### src/rtl/train_seq_pkg.sv
// Shared definitions for the training-loop sequencer.
//   state_t      : FSM state encoding
//   DEF_*        : default widths and phase timeout used by train_sequencer
package train_seq_pkg;

    localparam int DEF_EPOCH_W = 8;
    localparam int DEF_FINAL_W = 23;
    localparam int DEF_TIMEOUT = 64;

    typedef enum logic [2:0] {
        S_IDLE,
        S_CLEAR,
        S_FWD,
        S_EVAL,
        S_BWD,
        S_UPD,
        S_ERR,
        S_DONE
    } state_t;

endpackage

### src/rtl/train_sequencer_phase_timer.sv
// phase_timer: cycle counter for the forward/backprop phases.
//   clk_i, rst_i : clock, async active-low reset
//   clr_i        : force count to zero (priority over en_i)
//   en_i         : count one cycle spent in the phase
//   expired_o    : current cycle is the TIMEOUT-th cycle of the phase
module phase_timer #(
    parameter int TIMEOUT = 64
) (
    input  logic clk_i,
    input  logic rst_i,
    input  logic clr_i,
    input  logic en_i,
    output logic expired_o
);

    localparam int W = $clog2(TIMEOUT + 1);

    logic [W-1:0] cnt;

    // Count holds the number of completed phase cycles, so it equals
    // TIMEOUT-1 during the last permitted cycle; the FSM leaves on that edge.
    assign expired_o = (cnt == W'(TIMEOUT - 1));

    always_ff @(posedge clk_i or negedge rst_i) begin
        if (!rst_i) begin
            cnt <= '0;
        end else if (clr_i) begin
            cnt <= '0;
        end else if (en_i && !expired_o) begin
            cnt <= cnt + W'(1);
        end
    end

endmodule

### src/rtl/train_sequencer.sv
// train_sequencer: epoch loop controller for the 4-2-1 training datapath.
// Runs CLEAR -> FWD -> EVAL -> BWD -> UPD per epoch until convergence,
// budget exhaustion, phase timeout or abort.
//   clk_i, rst_i          : clock, async active-low reset
//   start_i, abort_i      : run request (IDLE only) / synchronous abort
//   epochs_i, target_i,
//   thresh_i              : run configuration, latched on accepted start
//   final_i               : output-neuron result, compared in EVAL
//   f_end_i, b_end_i      : forward / backprop completion levels
//   zero_o                : one-cycle accumulator clear
//   f0_pass_o, f1_pass_o  : forward pass on initial / updated weights
//   b_pass_o              : backprop enable
//   busy_o, done_o        : run active / one-cycle completion pulse
//   converged_o, timeout_o: run termination reason
//   epoch_o               : completed-epoch count
module train_sequencer
    import train_seq_pkg::*;
#(
    parameter int EPOCH_W = DEF_EPOCH_W,
    parameter int FINAL_W = DEF_FINAL_W,
    parameter int TIMEOUT = DEF_TIMEOUT
) (
    input  logic               clk_i,
    input  logic               rst_i,
    input  logic               start_i,
    input  logic               abort_i,
    input  logic [EPOCH_W-1:0] epochs_i,
    input  logic [FINAL_W-1:0] target_i,
    input  logic [FINAL_W-1:0] thresh_i,
    input  logic [FINAL_W-1:0] final_i,
    input  logic               f_end_i,
    input  logic               b_end_i,
    output logic               zero_o,
    output logic               f0_pass_o,
    output logic               f1_pass_o,
    output logic               b_pass_o,
    output logic               busy_o,
    output logic               done_o,
    output logic               converged_o,
    output logic               timeout_o,
    output logic [EPOCH_W-1:0] epoch_o
);

    state_t             state, nxt;
    logic [EPOCH_W-1:0] epochs_q;
    logic [EPOCH_W-1:0] epoch_inc;
    logic [FINAL_W-1:0] target_q;
    logic [FINAL_W-1:0] thresh_q;
    logic               first;
    logic               in_phase;
    logic               expired;
    logic               conv_hit;
    logic               start_ok;
    logic [FINAL_W:0]   sub;
    logic [FINAL_W:0]   mag;

    // One extra bit keeps the sign of final - target; the magnitude of a
    // difference of two FINAL_W-bit values always fits in FINAL_W+1 bits.
    assign sub       = {1'b0, final_i} - {1'b0, target_q};
    assign mag       = sub[FINAL_W] ? -sub : sub;
    assign conv_hit  = (mag <= {1'b0, thresh_q});
    assign epoch_inc = epoch_o + EPOCH_W'(1);
    assign in_phase  = (state == S_FWD) || (state == S_BWD);
    assign start_ok  = (state == S_IDLE) && start_i && !abort_i;

    // Timer is held at zero outside the phases, so it starts fresh on
    // every FWD/BWD entry.
    phase_timer #(.TIMEOUT(TIMEOUT)) u_timer (
        .clk_i     (clk_i),
        .rst_i     (rst_i),
        .clr_i     (!in_phase),
        .en_i      (in_phase),
        .expired_o (expired)
    );

    always_comb begin
        nxt = state;
        if (abort_i && state != S_IDLE) begin
            nxt = S_IDLE;
        end else begin
            case (state)
                S_IDLE:  if (start_ok) nxt = (epochs_i == '0) ? S_DONE : S_CLEAR;
                S_CLEAR: nxt = S_FWD;
                // End signal beats a coincident timeout.
                S_FWD:   if (f_end_i) nxt = S_EVAL; else if (expired) nxt = S_ERR;
                S_EVAL:  nxt = conv_hit ? S_DONE : S_BWD;
                S_BWD:   if (b_end_i) nxt = S_UPD; else if (expired) nxt = S_ERR;
                S_UPD:   nxt = (epoch_inc == epochs_q) ? S_DONE : S_CLEAR;
                S_ERR:   nxt = S_DONE;
                S_DONE:  nxt = S_IDLE;
                default: nxt = S_IDLE;
            endcase
        end
    end

    // Outputs are registered from the next state so each one is aligned
    // with the state it belongs to.
    always_ff @(posedge clk_i or negedge rst_i) begin
        if (!rst_i) begin
            state       <= S_IDLE;
            epochs_q    <= '0;
            target_q    <= '0;
            thresh_q    <= '0;
            first       <= 1'b0;
            epoch_o     <= '0;
            converged_o <= 1'b0;
            timeout_o   <= 1'b0;
            zero_o      <= 1'b0;
            f0_pass_o   <= 1'b0;
            f1_pass_o   <= 1'b0;
            b_pass_o    <= 1'b0;
            busy_o      <= 1'b0;
            done_o      <= 1'b0;
        end else begin
            state <= nxt;
            if (start_ok) begin
                epochs_q    <= epochs_i;
                target_q    <= target_i;
                thresh_q    <= thresh_i;
                epoch_o     <= '0;
                converged_o <= 1'b0;
                timeout_o   <= 1'b0;
                first       <= 1'b1;
            end
            if (state == S_UPD && nxt != S_IDLE) begin
                epoch_o <= epoch_inc;
                first   <= 1'b0;
            end
            if (state == S_EVAL && nxt == S_DONE) converged_o <= 1'b1;
            if (nxt == S_ERR)                     timeout_o   <= 1'b1;
            zero_o    <= (nxt == S_CLEAR);
            f0_pass_o <= (nxt == S_FWD) && first;
            f1_pass_o <= (nxt == S_FWD) && !first;
            b_pass_o  <= (nxt == S_BWD);
            busy_o    <= (nxt != S_IDLE);
            done_o    <= (nxt == S_DONE);
        end
    end

endmodule

### config.mk
export PLATFORM = sky130hd
export DESIGN_NAME = train_sequencer
export DESIGN_NICKNAME = d
export VERILOG_FILES = /design/src/rtl/train_seq_pkg.sv /design/src/rtl/train_sequencer_phase_timer.sv /design/src/rtl/train_sequencer.sv
export SDC_FILE = /design/constraint.sdc
export NUM_CORES = 1
export LEC_CHECK = 0
export BUFFER_PORTS_ARGS = -buffer_cell sky130_fd_sc_hd__buf_2
export CAP_MARGIN = 10
export CORE_ASPECT_RATIO = 0.75
export CORE_MARGIN = 2
export CORE_UTILIZATION = 40
export DETAILED_ROUTE_END_ITERATION = 7
export PLACE_DENSITY_LB_ADDON = 0.3
export SYNTH_ARGS = -nofsm -noshare
export SYNTH_HDL_FRONTEND = slang
export SYNTH_SLANG_ARGS = --single-unit
### constraint.sdc
create_clock -name clk_i -period 4.3 [get_ports clk_i]
set_input_delay 0.215 -clock clk_i [delete_from_list [all_inputs] [get_ports clk_i]]
set_output_delay 0.215 -clock clk_i [all_outputs]
set_load 0.02 [all_outputs]
==> results.tsv, run 1 <==
metric	value	unit
Yosys Warn Count	0	
gr ovfl total	0	
P_leak	3.99	nW
placed cell area	7690	um2
first-pass detailed-route iteration total	5	
WS Path Type	register to register	
Syn Nets	825	
Core Region	15400	um2
Combinational Power Share	71.9	%
period utilization	111	%
CTS Buf Count	9	
Root Buffer	clkbuf_16	
Ports	99	
Final Cell Area	8210	um2
Setup crit start	target_q[0]	
n_diodes	0	
routability cong.	0.891	
htree depth	3	
Critical Path RT	4.51	ns
Main synth FF type	dfrtp_1	
Data arrival, critical path	5.00	ns
initial detailed-routing violation count	277	
Max Transition Viols Final	0	
die width	149	um
Final setup viols	9	
initial antenna violation count	0	
post-synthesis cell area	6330	um2
cell count after synthesis	692	
reg2reg path depth	21	
DR vias/cell	5.15	
power density over the cells	863	nW/um2
number of synthesized register bits	81	
Routed WL per cell	14.4	um
Max Freq	209	MHz
RR Startpoint	target_q[0]	
Post-Route Skew	0.00661	ns
TritonCTS clock tree	yes	
Int Pwr	4.02	mW
Starting Density	41.2	%
worst-margin pin slew	1.04	ns
final hold slack	0.0265	ns
Worst-Skew Late Latency	0.36	ns
number of global-route vias before repair	5405	
via count	5614	
placed insts	1060	
CP endpoint kind	register	
switching pwr	3.07	mW
Sw Share	43.3	%
post-synthesis sequential area ratio	32.0	%
Worst-path clk slew	0.07	ns
final hold viol count	0	
ys async rst share	100	%
Layout Nets	1013	
flop-to-flop setup slack	-0.49	ns
RSZ-0062 raised after global routing	yes	
fin cells	1090	
Max FO, Critical Path	5	
DRC errors left	0	
hpwl dp	12200	um
Syn Area/Cell	9.14	um2
Synth cell types	80	
min Tclk post-route	4.79	ns
FP Rows	39	
Seq pwr share	17.6	%
Setup Slack @ Placement	-0.485	ns
largest net degree at the start of global routing	82	
Max IR drop VDD	0.329	mV
Post-synth EDFFs	0	
Max Cap Viol	0	
failing checks	negative setup slack	
reg2reg end	timeout_o	
layout cells sized above 1	35.7	%
Clk pwr share	10.5	%
outcome	finished, violations left	
die footprint	16800	um2
final WL	15700	um
DIE HEIGHT	113	um
Worst setup SP type	register	
GRT Total Usage	19.3	%
first-pass GRT wire length	26300	um
DRT antenna net count	0	
slew margin rel.	30.5	%
count of buffers from port buffering	98	
Max Root-Sink Buffers	2	
Synth-to-Final Area Change	29.8	%
Hold Crit Class	input port to asynchronous set/reset pin	
setup ws final	-0.487	ns
clk sinks	81	
[through the flow]
stage	power (mW)	TNS, ns	utilization, %
floorplan	4.40	-0.646	-
global placement	5.99	-2.32	50.1
detailed placement	6.06	-3.49	50.1
CTS	7.04	-2.79	52.9
global route	7.76	-5.79	53.4
finish	7.09	-3.74	53.4
[what timing repair did]
action	in CTS	in global routing
hold buffers	0	0
resized for setup	18	5
endpoints found under the setup margin	9	9
cloned	0	0
setup buffers	8	6
pin swaps	15	4
[layout make-up]
| class | count | area [um2] |
|---|---|---|
| Clock buffer | 10 | 239 |
| Timing Repair Buffer | 200 | 1270 |
| Sequential cell | 81 | 2030 |
| Multi-Input combinational cell | 525 | 4130 |
| Tap cell | 205 | 256 |
| Fill cell | 1454 | 7160 |
| Clock inverter | 6 | 48.8 |
| Inverter | 63 | 236 |
[how the worst max path moves through the flow]
stage | slack [ns] | to | cells past startpoint
2_1_floorplan | -0.14 | f0_pass_o | 17
3_3_place_gp | -0.33 | f0_pass_o | 22
3_5_place_dp | -0.49 | b_pass_o | 22
4_1_cts | -0.38 | f0_pass_o | 21
5_1_grt | -0.70 | timeout_o | 21
6_report | -0.49 | timeout_o | 21
[sequential cells by signal, summed over array words and instances, names as in the netlist]
| register | flops |
|---|---|
| timeout_o | 1 |
| u_timer.cnt | 7 |
| zero_o | 1 |
| f1_pass_o | 1 |
| busy_o | 1 |
| first | 1 |
| b_pass_o | 1 |
| epoch_o | 8 |
| target_q | 23 |
| converged_o | 1 |
| f0_pass_o | 1 |
| state | 3 |
| thresh_q | 23 |
| epochs_q | 8 |
| done_o | 1 |
[synth_stat cells (8+ instances only)]
| library cell | n | area share [%] |
|---|---|---|
| a211oi_1 | 8 | 0.95 |
| a21o_1 | 16 | 1.9 |
| a21oi_1 | 39 | 3.1 |
| a31oi_1 | 8 | 0.79 |
| and2_1 | 11 | 1.1 |
| and3_1 | 10 | 0.99 |
| clkbuf_1 | 14 | 0.83 |
| dfrtp_1 | 81 | 32 |
| ha_1 | 49 | 9.7 |
| inv_1 | 63 | 3.7 |
| mux2_2 | 54 | 9.6 |
| nand2_1 | 34 | 2.0 |
| nand2b_1 | 9 | 0.89 |
| nand3_1 | 16 | 1.3 |
| nand4_1 | 8 | 0.79 |
| nor2_1 | 42 | 2.5 |
| nor3_1 | 11 | 0.87 |
| nor4_1 | 11 | 1.1 |
| o21ai_0 | 36 | 2.8 |
| o31ai_1 | 10 | 1.2 |
| or3_1 | 8 | 0.79 |
| xnor2_1 | 26 | 3.6 |
| xor2_1 | 15 | 2.1 |
[power groups by stage]
stage,clock [mW],sequential [mW],combinational [mW]
floorplan,0,1.22,3.18
global placement,0,1.24,4.75
detailed placement,0,1.26,4.81
CTS,0.768,1.24,5.03
global route,0.808,1.29,5.67
finish,0.747,1.24,5.09
[cells by family after synthesis]
kind of cell	after synthesis	share of synthesized area [%]
AND/OR/NAND/NOR	203	17.7
AO/OA/AOI/OAI	174	19.2
buffers and inverters	86	5.22
flip-flops	81	32.0
multiplexers	57	10.1
adder cells (fa/ha/maj)	50	10.0
XOR/XNOR	41	5.68
[cell usage in the layout, fill, tap and decap left out, types with 5 or more instances in the layout]
master	count
o21a_1	7
buf_2	97
nand3_1	16
nand2b_1	9
nor4_1	9
and2_1	11
nand2_1	34
or3_1	8
o21ai_0	36
xor2_1	15
clkbuf_16	9
or2_2	6
dfrtp_1	81
nor2_1	42
a31oi_1	8
xnor2_1	26
nand4_1	8
nor3_1	10
ha_1	47
and3_1	10
buf_4	101
a211oi_1	7
inv_1	63
mux2_2	54
nor2b_1	7
o31ai_1	8
a21o_1	16
or2_1	5
a21oi_1	35
[per-layer routing]
| metal | part of all wire [%] | global-route usage [%] | vias to the layer above |
|---|---|---|---|
| met5 | 0 | 0 | - |
| met4 | 1.0 | 4.70 | 0 |
| met3 | 4.3 | 4.23 | 13 |
| met2 | 39 | 26.5 | 115 |
| met1 | 55 | 30.2 | 2597 |
| li1 | - | - | 2889 |
[critical path, stage by stage (launching register included)]
cell      delay (ns)
dfrtp_1         0.35
ha_2            0.20
fa_2            0.20
and2b_2         0.27
or4_4           0.53
a221oi_4        0.30
o22ai_4         0.13
nor4_4          0.22
nand2_1         0.11
o41ai_2         0.25
xnor2_1         0.17
ha_1            0.27
a21o_1          0.18
a21o_1          0.18
a21o_1          0.20
a211oi_2        0.19
o211ai_1        0.13
a21oi_2         0.23
o31ai_2         0.12
a21oi_2         0.20
buf_6           0.15
o31ai_1         0.06
Power figures use the tool's default switching activity.
==> run 2, diff against run 1 <==
--- a/config.mk
+++ b/config.mk
@@ -11,7 +11,7 @@
 export CORE_MARGIN = 2
 export CORE_UTILIZATION = 40
 export DETAILED_ROUTE_END_ITERATION = 7
-export PLACE_DENSITY_LB_ADDON = 0.3
+export PLACE_DENSITY = 0.72
 export SYNTH_ARGS = -nofsm -noshare
 export SYNTH_HDL_FRONTEND = slang
 export SYNTH_SLANG_ARGS = --single-unit
==> constraint.sdc (replaced) <==
create_clock -name clk_i -period 4.2 [get_ports clk_i]
set_input_delay 0.21 -clock clk_i [delete_from_list [all_inputs] [get_ports clk_i]]
set_output_delay 0.21 -clock clk_i [all_outputs]
set_load 0.02 [all_outputs]
==> run 2 against run 1 <==
- the flow still finishes with violations (negative setup slack)
- cell area grew 1.3%
- combinational power grew 3%
- flip-flop and latch count is the same
- global-route usage grew 0.23 points
- utilization grew 0.68 points
==> results.tsv, run 2 (synthesized netlist as in run 1, its figures left out) <==
metric	value	unit
Critical Path RT	4.45	ns
Max Freq	209	MHz
Post-Route Skew	0.00446	ns
Max FO, Critical Path	5	
min Tclk post-route	4.78	ns
WS Path Type	register to register	
multi-input combinational cell area	4170	um2
via count	5728	
initial antenna violation count	0	
Max Cap Viol	0	
Slowest-stage cell, CP	or4_4	
P_leak	4.03	nW
power after layout	7.34	mW
slew margin rel.	31.7	%
Final setup viols	9	
Core Region	15400	um2
CTS Buf Count	9	
Max Root-Sink Buffers	2	
htree depth	3	
Max Transition Viols Final	0	
failing checks	negative setup slack	
final WL	15800	um
placed cell area	7750	um2
Setup Slack @ Placement	-0.582	ns
Clk pwr share	11.0	%
routability cong.	0.921	
worst-margin pin slew	1.02	ns
setup ws final	-0.576	ns
Reg area	2030	um2
clk sinks	81	
n_diodes	0	
hpwl dp	12300	um
Ports	99	
Worst-path clk slew	0.07	ns
first-pass GRT wire length	26700	um
placed insts	1068	
number of global-route vias before repair	5515	
Int Pwr	4.19	mW
final hold viol count	0	
final hold slack	0.0166	ns
DRC errors left	0	
DRT antenna net count	0	
most frequent cells in the layout	106 x buf_4, 97 x buf_2, 81 x dfrtp_1	
commonest non-fill, non-tap cell in the layout	buf_4	
die width	149	um
Worst-Skew Late Latency	0.35	ns
CP endpoint kind	register	
largest net degree at the start of global routing	82	
Hold Crit Class	input port to asynchronous set/reset pin	
GRT Total Usage	19.5	%
Starting Density	41.2	%
Fillers	1427	
Worst setup SP type	register	
Sw Share	42.9	%
Cell Chain, Critical Path	ha_4 -> fa_2 -> and2b_2 -> buf_6 -> o221ai_4 -> a2111oi_4 -> buf_4 -> o31a_1 -> o22a_1 -> o2111ai_2 -> or4_4 -> o21ai_2 -> xnor2_1 -> ha_1 -> nand3_1 -> nor2_1 -> a31oi_1 -> a21oi_2 -> o31ai_2 -> a21oi_2 -> buf_6 -> nor4_4	
Largest regs	target_q (23), thresh_q (23)	
Routed WL per cell	14.4	um
power density over the cells	883	nW/um2
TritonCTS clock tree	yes	
Seq pwr share	17.4	%
peak per-stage delay on the critical path	0.51	ns
Final Cell Area	8310	um2
initial detailed-routing violation count	405	
Synth-to-Final Area Change	31.4	%
Combinational Power Share	71.6	%
setup TNS	-4.39	ns
RSZ-0062 raised after global routing	yes	
layout cells sized above 1	36.6	%
Max IR drop VDD	0.364	mV
Layout Nets	1019	
first-pass detailed-route iteration total	5	
switching pwr	3.15	mW
outcome	finished, violations left	
DR vias/cell	5.23	
Root Buffer	clkbuf_16	
period utilization	114	%
gr ovfl total	0	
die footprint	16800	um2
FP Rows	39	
fin cells	1096	
count of buffers from port buffering	98	
fin util	54.1	%
Data arrival, critical path	5.03	ns
DIE HEIGHT	113	um
[run 2: cell type report]
cell class                 instances  area share [%]
tap                              205            3.09
clock inverter                     7           0.948
clock buffer                       9            2.71
sequential                        81            24.4
multi-input combinational        525            50.1
inverter                          63            2.84
timing repair buffer             206            15.9
[run 2: repair_timing]
action	in CTS	in global routing
gates resized for setup	17	14
pin swaps	36	27
hold buffers	0	0
endpoints found under the hold margin	0	0
setup endpoints to repair	9	9
setup buffers	8	4
gates cloned	0	0
[run 2: power by group through the flow]
stage / clock network [mW] / logic (mW) / registers (mW)
after detailed placement: 0 / 4.97 / 1.29
final: 0.808 / 5.26 / 1.28
after floorplan: 0 / 3.26 / 1.24
after CTS: 0.829 / 5.13 / 1.27
after global routing: 0.870 / 5.85 / 1.32
after global placement: 0 / 4.87 / 1.26
[run 2: path summary, 6_finish.rpt]
check / endpoint / slack, ns / from / depth (start not counted)
worst max-delay path: f1_pass_o / -0.58 / target_q[0] / 22
worst min-delay path: thresh_q[4] / 0.02 / rst_i / 1
worst min register to register: f1_pass_o / 0.49 / first / 1
worst max register to register: f1_pass_o / -0.58 / target_q[0] / 22
min in group clk_i: thresh_q[12] / 0.09 / thresh_i[12] / 2
max in group asynchronous: target_q[10] / 3.49 / rst_i / 1
[run 2: worst max-delay path, delay by kind of cell (launching register included)]
kind / cells / cell delay, ns
AOI/OAI and AO/OA: 10 / 1.79
DFF: 1 / 0.40
and+or+nand+nor: 5 / 1.11
buffers and inverters: 3 / 0.46
xor gates and xnor gates: 1 / 0.14
adders and majority gates: 3 / 0.77
[run 2: metal layers]
| metal | vias up | track usage, % | part of all wire [%] |
|---|---|---|---|
| met4 | 0 | 4.83 | 1.3 |
| met3 | 16 | 4.23 | 5.4 |
| met5 | - | 0 | 0 |
| met2 | 149 | 28.5 | 40 |
| met1 | 2664 | 29.3 | 53 |
| li1 | 2899 | - | - |
==> run 3, diff against run 2 <==
--- a/config.mk
+++ b/config.mk
@@ -15,3 +15,4 @@
 export SYNTH_ARGS = -nofsm -noshare
 export SYNTH_HDL_FRONTEND = slang
 export SYNTH_SLANG_ARGS = --single-unit
+export TNS_END_PERCENT = 30
==> run 3 against run 2 <==
- the flow still finishes with violations (negative setup slack)
- non-clock buffer count down 3
- total power up 1.2%
- final cell count down 0.27%
- flip-flop and latch count unchanged
- combinational power about the same
- clock skew up 0.0061 ns
- global-route usage up 0.25 points
- critical endpoint is now f0_pass_o
- highest routed layer unchanged
==> results.tsv, run 3 (synthesized netlist as in run 1, its figures left out) <==
metric	value	unit
outcome	finished, violations left	
failing checks	negative setup slack	
layout cells sized above 1	35.7	%
Seq pwr share	17.2	%
Synth-to-Final Area Change	30.8	%
Data arrival, critical path	5.01	ns
Worst setup SP type	register	
final hold viol count	0	
largest net degree at the start of global routing	82	
Worst-Skew Late Latency	0.35	ns
power after layout	7.44	mW
Sw Share	42.1	%
n_diodes	0	
first-pass detailed-route iteration total	5	
Combinational Power Share	70.5	%
die width	149	um
Hold Crit Class	input port to asynchronous set/reset pin	
initial detailed-routing violation count	357	
count of buffers from port buffering	98	
TritonCTS clock tree	yes	
DRT antenna net count	0	
WS Path Type	register to register	
Max Transition Viols Final	0	
met3 wire len	786	um
most frequent cells in the layout	104 x buf_4, 97 x buf_2, 81 x dfrtp_1	
DRC errors left	0	
Max FO, Critical Path	5	
setup ws final	-0.563	ns
switching pwr	3.13	mW
number of global-route vias before repair	5521	
Fillers	1416	
first-pass GRT wire length	26800	um
reg2reg end	f0_pass_o	
Root Buffer	clkbuf_16	
CTS Buf Count	9	
Post-Route Skew	0.0106	ns
clk sinks	81	
via count	5674	
commonest non-fill, non-tap cell in the layout	buf_4	
RR Startpoint	target_q[0]	
Max Cap Viol	0	
Largest regs	target_q (23), thresh_q (23)	
DIE HEIGHT	113	um
Starting Density	41.2	%
Int Pwr	4.30	mW
Slowest-stage cell, CP	or4_4	
min Tclk post-route	4.76	ns
Critical Path RT	4.45	ns
FP Rows	39	
Cell Chain, Critical Path	ha_4 -> fa_2 -> and2b_2 -> or4_4 -> a221oi_4 -> o22ai_4 -> nor4_4 -> buf_4 -> nand2b_4 -> or4_4 -> o21ai_2 -> xnor2_1 -> ha_1 -> nand3_1 -> nor2_1 -> a31oi_1 -> a21oi_2 -> o31ai_2 -> a21oi_2 -> buf_4 -> nor4_2	
Setup crit start	target_q[0]	
Clk pwr share	12.4	%
RSZ-0062 raised after global routing	yes	
slew margin rel.	30.3	%
GRT Total Usage	19.8	%
Layout Nets	1016	
reg2reg path depth	21	
Max Root-Sink Buffers	2	
peak per-stage delay on the critical path	0.53	ns
P_leak	4.02	nW
routability cong.	0.909	
gr ovfl total	0	
power density over the cells	899	nW/um2
htree depth	3	
placed insts	1069	
worst setup path end	f0_pass_o	
Max Freq	210	MHz
worst-margin pin slew	1.05	ns
DR top layer	met4	
met2 wire length	6330	um
final WL	15800	um
fin cells	1093	
Worst-path clk slew	0.06	ns
Routed WL per cell	14.4	um
DR vias/cell	5.19	
Final setup viols	9	
Ports	99	
period utilization	113	%
initial antenna violation count	0	
hpwl dp	12300	um
die footprint	16800	um2
Core Region	15400	um2
Metal-1 WL	8360	um
flop-to-flop setup slack	-0.56	ns
Max IR drop VDD	0.355	mV
cts hold-fix bufs	0	
CP endpoint kind	register	
run 3: final cells by class:
cell class	instances	area [um2]	share of cell area [%]
inverters	63	236	2.86
well taps	205	256	3.10
clock buffers	12	246	2.98
multi-input cells	525	4110	49.7
repair buffers	203	1300	15.7
flip-flops and latches	81	2030	24.5
clock inverters	4	98.8	1.19
run 3: power by group through the flow:
stage          clock (mW)  sequential, mW  combinational, mW
2_1_floorplan           0            1.24               3.26
6_report            0.919            1.28               5.24
5_1_grt             0.977            1.32               5.79
4_1_cts             0.943            1.28               5.15
3_5_place_dp            0            1.29               4.98
3_3_place_gp            0            1.27               4.87
run 3: how the worst min path moves through the flow:
stage / slack [ns] / cells after the start / from / end
floorplan: -0.09 / 0 / rst_i / b_pass_o
global placement: 0.43 / 1 / first / f1_pass_o
detailed placement: 0.43 / 1 / first / f1_pass_o
CTS: 0.07 / 1 / rst_i / target_q[6]
global route: 0.08 / 2 / target_i[1] / target_q[1]
finish: 0.02 / 1 / rst_i / target_q[2]
run 3: what timing repair did:
action / in CTS / in global routing
hold endpoints to repair: 0 / 0
buffers inserted: 7 / 1
pin swaps: 4 / 2
endpoints found under the setup margin: 9 / 9
resized for setup: 17 / 6
gates cloned: 0 / 0
run 3: metal layers:
layer	global-route usage [%]	up-vias
met5	0	-
met4	6.16	0
met3	4.15	22
met2	27.9	147
met1	30.0	2620
li1	-	2885
run 3: metrics by stage:
step / TNS, ns / cell area [um2] / hold slack [ns] / utilization (%) / worst slack [ns]
after floorplan: -1.44 / 6370 / -0.0856 / - / -0.239
after global placement: -3.55 / 7760 / 0.427 / 50.5 / -0.456
after detailed placement: -4.56 / 7760 / 0.427 / 50.5 / -0.604
after CTS: -3.69 / 8240 / 0.0702 / 53.6 / -0.496
after global routing: -6.82 / 8280 / 0.0763 / 53.8 / -0.862
final: -3.93 / 8280 / 0.0202 / 53.8 / -0.563
run 3: critical path, delay by kind of cell, from the launching register on:
| kind | cells | cell delay (ns) |
|---|---|---|
| XOR/XNOR | 1 | 0.14 |
| AND/OR/NAND/NOR | 8 | 1.97 |
| buffers and inverters | 2 | 0.34 |
| adder cells (fa/ha/maj) | 3 | 0.60 |
| AO/OA/AOI/OAI | 7 | 1.21 |
| flip-flops | 1 | 0.38 |
